## config.mk

```make
export PLATFORM = sky130hd
export DESIGN_NAME = mux_scan_ctrl
export DESIGN_NICKNAME = d
export VERILOG_FILES = /design/src/rtl/mux_scan_ctrl.sv
export SDC_FILE = /design/constraint.sdc
export NUM_CORES = 1
export LEC_CHECK = 0
export CORE_AREA = 2 2 68 70
export CTS_CLUSTER_SIZE = 8
export DETAILED_ROUTE_END_ITERATION = 8
export DIE_AREA = 0 0 70 72
export GPL_TIMING_DRIVEN = 0
export PLACE_DENSITY = 0.65
export SYNTH_ARGS = -nofsm -noshare
export SYNTH_HDL_FRONTEND = slang
export SYNTH_SLANG_ARGS = --single-unit
```

## constraint.sdc

```tcl
create_clock -name clk -period 5.61 [get_ports clk]
set_input_delay 0.8415 -clock clk [delete_from_list [all_inputs] [get_ports clk]]
set_output_delay 0.8415 -clock clk [all_outputs]
set_load 0.01 [all_outputs]
```

## src/rtl/mux_scan_ctrl.sv

```systemverilog
// Sweep controller for a 2**SEL_W:1 mux: steps the select through every index,
// holds each one for SETTLE+1 cycles and samples the mux output on the last of
// them. The samples are assembled into a parallel snapshot.
module mux_scan_ctrl #(
    parameter int unsigned SEL_W  = 4,
    parameter int unsigned SETTLE = 1
) (
    input  logic               clk,
    input  logic               rst_n,
    input  logic               start,
    input  logic               abort,
    input  logic               cont,
    input  logic               y_in,
    output logic [SEL_W-1:0]   sel,
    output logic               busy,
    output logic               done,
    output logic [2**SEL_W-1:0] data_out
);

    localparam int unsigned N     = 2 ** SEL_W;
    localparam int unsigned CNT_W = (SETTLE > 0) ? $clog2(SETTLE + 1) : 1;

    localparam logic [CNT_W-1:0] CntLoad = CNT_W'(SETTLE);
    localparam logic [SEL_W-1:0] SelLast = SEL_W'(N - 1);

    typedef enum logic [0:0] {StIdle, StWait} state_e;

    state_e             state_q, state_d;
    logic [SEL_W-1:0]   sel_q, sel_d;
    logic [CNT_W-1:0]   cnt_q, cnt_d;
    logic [N-1:0]       cap_q, cap_d;
    logic [N-1:0]       data_q, data_d;
    logic               busy_q, busy_d;
    logic               done_q, done_d;

    // State and registered outputs.
    always_ff @(posedge clk or negedge rst_n) begin
        if (!rst_n) begin
            state_q <= StIdle;
            sel_q   <= '0;
            cnt_q   <= '0;
            cap_q   <= '0;
            data_q  <= '0;
            busy_q  <= 1'b0;
            done_q  <= 1'b0;
        end else begin
            state_q <= state_d;
            sel_q   <= sel_d;
            cnt_q   <= cnt_d;
            cap_q   <= cap_d;
            data_q  <= data_d;
            busy_q  <= busy_d;
            done_q  <= done_d;
        end
    end

    // Next-state logic: settle countdown, sampling, end-of-scan and abort handling.
    always_comb begin
        state_d = state_q;
        sel_d   = sel_q;
        cnt_d   = cnt_q;
        cap_d   = cap_q;
        data_d  = data_q;
        busy_d  = busy_q;
        done_d  = 1'b0;

        unique case (state_q)
            StIdle: begin
                busy_d = 1'b0;
                sel_d  = '0;
                if (start && !abort) begin
                    state_d = StWait;
                    cnt_d   = CntLoad;
                    cap_d   = '0;
                    busy_d  = 1'b1;
                end
            end
            StWait: begin
                if (abort) begin
                    // Abort wins over a sample due on the same edge.
                    state_d = StIdle;
                    busy_d  = 1'b0;
                    sel_d   = '0;
                end else if (cnt_q != '0) begin
                    cnt_d = cnt_q - CNT_W'(1);
                end else begin
                    cap_d[sel_q] = y_in;
                    if (sel_q != SelLast) begin
                        sel_d = sel_q + SEL_W'(1);
                        cnt_d = CntLoad;
                    end else begin
                        // Last bit goes straight from y_in into the snapshot.
                        data_d = {y_in, cap_q[N-2:0]};
                        done_d = 1'b1;
                        sel_d  = '0;
                        if (cont) begin
                            cnt_d = CntLoad;
                            cap_d = '0;
                        end else begin
                            state_d = StIdle;
                            busy_d  = 1'b0;
                        end
                    end
                end
            end
            default: begin
                state_d = StIdle;
                busy_d  = 1'b0;
                sel_d   = '0;
            end
        endcase
    end

    assign sel      = sel_q;
    assign busy     = busy_q;
    assign done     = done_q;
    assign data_out = data_q;

endmodule
```

* Word-level counts from Yosys, hierarchy flattened *
Index checks and enable logic that the tools add are counted.

storage, ports and cells
  output and inout bits = 22
  word-level logic and storage cells = 61
  flip-flop bits (word level) = 40

cells by class
  muxes and demuxes = 32
  $add $sub $neg = 2
  reduce and logical (&&, ||, !) cells = 7
  bitwise operators = 4
  eq/ne operators = 7
  order comparisons = 2

operators with widths
  kind                 count
  $mux 16              5
  $pmux 16 s2          1
  $mux 1               17
  $bwmux 16            1
  $mux 4               3
  $ne 3x3->1 const B   3
  $pmux 4 s2           1
  $ne 2x2->1 const B   3
  $pmux 1 s2           3
  $reduce_and 3->1     2
  $lt 4x5->1 const B   1
  $add 4x1->4 const B  1
  $demux 1 s4          1
  $ge 4x1->1 const B   1
  $ne 4x4->1 const B   1
  $not 1->1            4
  $reduce_and 4->1     1
  $logic_and 1x1->1    2
  $reduce_and 2->1     1
  $logic_not 1->1      1
  $sub 1x1->1 const B  1

* Logic depth before layout (Yosys ltp) *
  word-level depth = 10
  mapped depth = 7
  depth with buffers taken out = 5

* Worst setup path before layout *
Ideal clock, no wire load.

  kind = in2reg
  from = input port abort
  to = register data_q[10], in the netlist data_out[10]
  arrival = 2.004 ns
  stages on the path = 6
  library setup time = 0.125 ns
  required time = 5.485 ns
  path slack = 3.481 ns
  path through = nand2b_1 > buf_6 > or3_1 > buf_6 > buf_8 > mux2_4

on the way
  cells in the longest elaborated chain, start to end = 2

RTL lines
  element                     line  RTL
  start: declaration          11    input logic abort,
  $not 1->1 (no line)         -
  $reduce_and 4->1 (no line)  -
  end signal: assignment      51    data_q <= data_d;
  end: declaration            32    logic [N-1:0] data_q, data_d;

Every way passes these cells.
A chain may end at the register's enable or synchronous reset.

* Worst setup path after layout *
  from = input port abort
  to = register cap_q[1]

on the way
  cells in the longest elaborated chain, start to end = 4

RTL lines
  element                       line  RTL
  $logic_not 1->1               71    if (start && !abort) begin
  $logic_and 1x1->1             71
  $ne 2x2->1 (no line)          -
  $reduce_and 3->1 (no line) *  -
  end signal: assignment        50    cap_q <= cap_d;
  end: declaration              31    logic [N-1:0] cap_q, cap_d;

Mark *: on every way between the ends. The rest lies on a longest branch, timed or not.

==> run summary <==
==================================================================================
Worst supply voltage drop on vdd                                          0.132 mV
Reported net switching power                                              0.118 mW
Top Ports                                                                       28
Post-synth cell types                                                           30
Largest driver fanout on the critical path                                       9
Drc violations                                                                   0
H-tree lvl count                                                                 2
Fraction of the cycle the final worst path needs                             44.7%
Yosys Warn Count                                                                 0
Synthesized netlist cell count                                                 179
Number of nets in the synthesized netlist                                      191
Leakage power summed over all cells                                       0.999 nW
Max Slew Vio Count                                                               0
Initial antenna violation count                                                  0
FF+latch area                                                             976 um^2
Number of enable-type register cells in the synthesized netlist                  0
Clock transition at the registers of the reported paths                      70 ps
Share of the synthesized area in the top cell type                           52.8%
Layout cell share with drive strength beyond 1                               9.81%
Clock power share                                                            35.3%
Final HPWL from detailed placement                                         2660 um
Residual overflow from global routing                                            0
Clock latency reported for the late side of the worst-skew pair             290 ps
CTS max path bufs                                                                2
Cell at the root of the clock tree                                    sky130_fd_sc_hd__clkbuf_8
Share of async-settable or async-resettable flops after synthesis             100%
Routed wire length                                                         3730 um
Number of sinks driven by the clock tree                                        39
Drt initial violations                                                          80
Number of buffers created by CTS                                                 5
Post-layout instance count excluding filler cells                              266
Antenna fix cells                                                                0
Switching share of power                                                     23.4%
Die Wd                                                                       70 um
Unrepaired setup endpoints after global routing                              false
Core outline area                                                        4260 um^2
Crit-path cells                                                       clkdlybuf4s50_1 > nand2b_1 > buf_6 > nor3b_2 > nand2_1 > o22ai_1
Vias in the first global route                                               1,409
CP arrival                                                                 2710 ps
Most used flip-flop cell after synthesis                              sky130_fd_sc_hd__dfrtp_1
Post-route antenna net violation count                                           0
Number of filler instances in the final layout                                 416
Internal power                                                            0.386 mW
Hold buffer count at cts                                                         0
Initial core utilization                                                     43.3%
Final weighted congestion in routability-driven placement                    0.814
Final setup vio count                                                            0
Time the worst path needs with I/O delays and setup                        2510 ps
Sequential cell fraction of total power                                      57.2%
Top post-synthesis cells by count                                     sky130_fd_sc_hd__dfrtp_1, sky130_fd_sc_hd__nand2_1, sky130_fd_sc_hd__a21oi_1, sky130_fd_sc_hd__o21ai_0
Post-synthesis sequential area ratio                                         52.8%
Flip-flop and latch count after synthesis                                       39
Area taken by multi-input logic gates                                     772 um^2
Post-Syn Area                                                            1850 um^2
Max Cap Violations                                                               0
Capturing element type of the critical path                                   flop
Hold Path Class                                                       flop to flop
Final #Nets                                                                    225
Remaining max-slew budget at the tightest pin                                43.4%
Slew of the pin with the lowest slew margin                                 849 ps
Quantity of gates resized following cts                                          0
Total Die Area                                                           5040 um^2
Top area cells in the synthesized netlist                             sky130_fd_sc_hd__dfrtp_1, sky130_fd_sc_hd__nand2_1, sky130_fd_sc_hd__ha_1
Start-to-end type of the worst setup path                             input port to flop
Clock tree from TritonCTS                                                     done
Peak clock frequency supported by timing                                 0.399 GHz
Row Count                                                                       24
Setup TNS Final                                                               0 ps
Status                                                                   completed
Most common cell in the netlist                                       sky130_fd_sc_hd__dfrtp_1
Maximum number of pins on one net before global-route repair                    40
Number of placed instances with taps included                                  258
Delay contributed by the slowest stage of the critical path                 490 ps
Buffers on Ports                                                                27
Mean number of vias per cell                                                  5.22
Number of setup buffers added after CTS                                          0
P per Cell Area                                                        223 nW/um^2
Tot GR Track Use                                                             16.3%
Total vias in the final route                                                1,389
Slowest cell on crit path                                             sky130_fd_sc_hd__clkdlybuf4s50_1
Count of TritonRoute iterations in the first routing pass                        4
Worst-case clock skew                                                      3.10 ps
Cell type contributing the most total cell area after synthesis       sky130_fd_sc_hd__dfrtp_1
Signed area change from the synthesized netlist to the final layout          22.3%
Worst EP required                                                          5820 ps
Number of hold-slack violations in the final timing report                       0
Comb pwr share                                                                7.5%
WL per Instance                                                            14.0 um
Worst setup SP type                                                     input port
Die height                                                                   72 um
Mapped Avg Cell Area                                                     10.3 um^2
Flop-to-flop setup slack                                                   3590 ps
Global-route wire length before repair                                     6410 um
==================================================================================
critical path, delay by kind of cell:
| kind | cells | cell delay, ps |
|---|---|---|
| buffers and inverters | 2 | 640 |
| AOI/OAI and AO/OA | 1 | 240 |
| and+or+nand+nor | 3 | 1000 |
kinds of logic (layout without fill, tap and decap cells):
group / Yosys count / after routing / synth area share, %
simple gates: 60 / 60 / 15.6
fa+ha+maj: 6 / 6 / 4.06
flops: 39 / 39 / 52.8
mux: 10 / 10 / 7.05
buf+inv: 19 / 54 / 5.35
compound gates: 45 / 45 / 15.1
final timing paths:
check	start	end	cells after the start
min reg2reg	data_out[12]	data_out[12]	2
max reg2reg	sel[0]	cap_q[1]	6
max in group asynchronous	rst_n	cap_q[6]	1
min in group asynchronous	rst_n	done	1
max	abort	cap_q[1]	6
min	data_out[12]	data_out[12]	2
cell type report:
cell class | count | area share, %
Clock inverter | 1 | 0.222
Timing Repair Buffer | 27 | 11.7
Buffer | 9 | 2.71
Sequential cell | 39 | 43.2
Tap cell | 52 | 2.88
Multi-Input combinational cell | 121 | 34.2
Inverter | 10 | 1.66
Clock buffer | 7 | 3.38
metal layers:
metal / track usage (%) / routed length (um)
met5: 0 / 0
met4: 5.98 / 61
met3: 4.17 / 136
met2: 26.6 / 1760
met1: 21.3 / 1770
registers in the layout, indices dropped and copies added (netlist names):
name	cells
sel	4
state_q	1
done	1
data_out	16
busy	1
cap_q	15
cnt_q	1
stage by stage:
stage | hold slack, ps | power, mW | util (%) | instance area [um^2] | setup slack (ps)
2_1_floorplan | 470 | 0.315 | - | 1850 | 3480
3_3_place_gp | 462 | 0.331 | 51.2 | 2180 | 2810
3_5_place_dp | 471 | 0.332 | 51.1 | 2180 | 2820
4_1_cts | 488 | 0.512 | 53.0 | 2260 | 3120
5_1_grt | 508 | 0.529 | 53.0 | 2260 | 2960
6_report | 481 | 0.505 | 53.0 | 2260 | 3100
power groups by stage:
stage	combinational [mW]	sequential, mW	clock, mW
global route	0.0427	0.289	0.198
CTS	0.0384	0.288	0.185
finish	0.0379	0.289	0.178
floorplan	0.0217	0.293	0
global placement	0.0373	0.294	0
detailed placement	0.0382	0.294	0
cell usage in the layout, fill, tap and decap left out, drive strengths merged:
master / n
a21o: 1
a21oi: 13
a311oi: 2
a32oi: 6
buf: 5
clkbuf: 12
clkdlybuf4s50: 26
clkinv: 1
dfrtp: 39
ha: 6
inv: 10
mux2: 9
mux2i: 1
nand2: 26
nand2b: 8
nand3: 10
nand3b: 1
nand4: 1
nor2: 8
nor2b: 2
nor3b: 2
o211ai: 2
o21ai: 11
o22a: 1
o22ai: 8
o31ai: 1
or3: 1
or4: 1
Note: power is estimated with default switching activity, not from simulation.
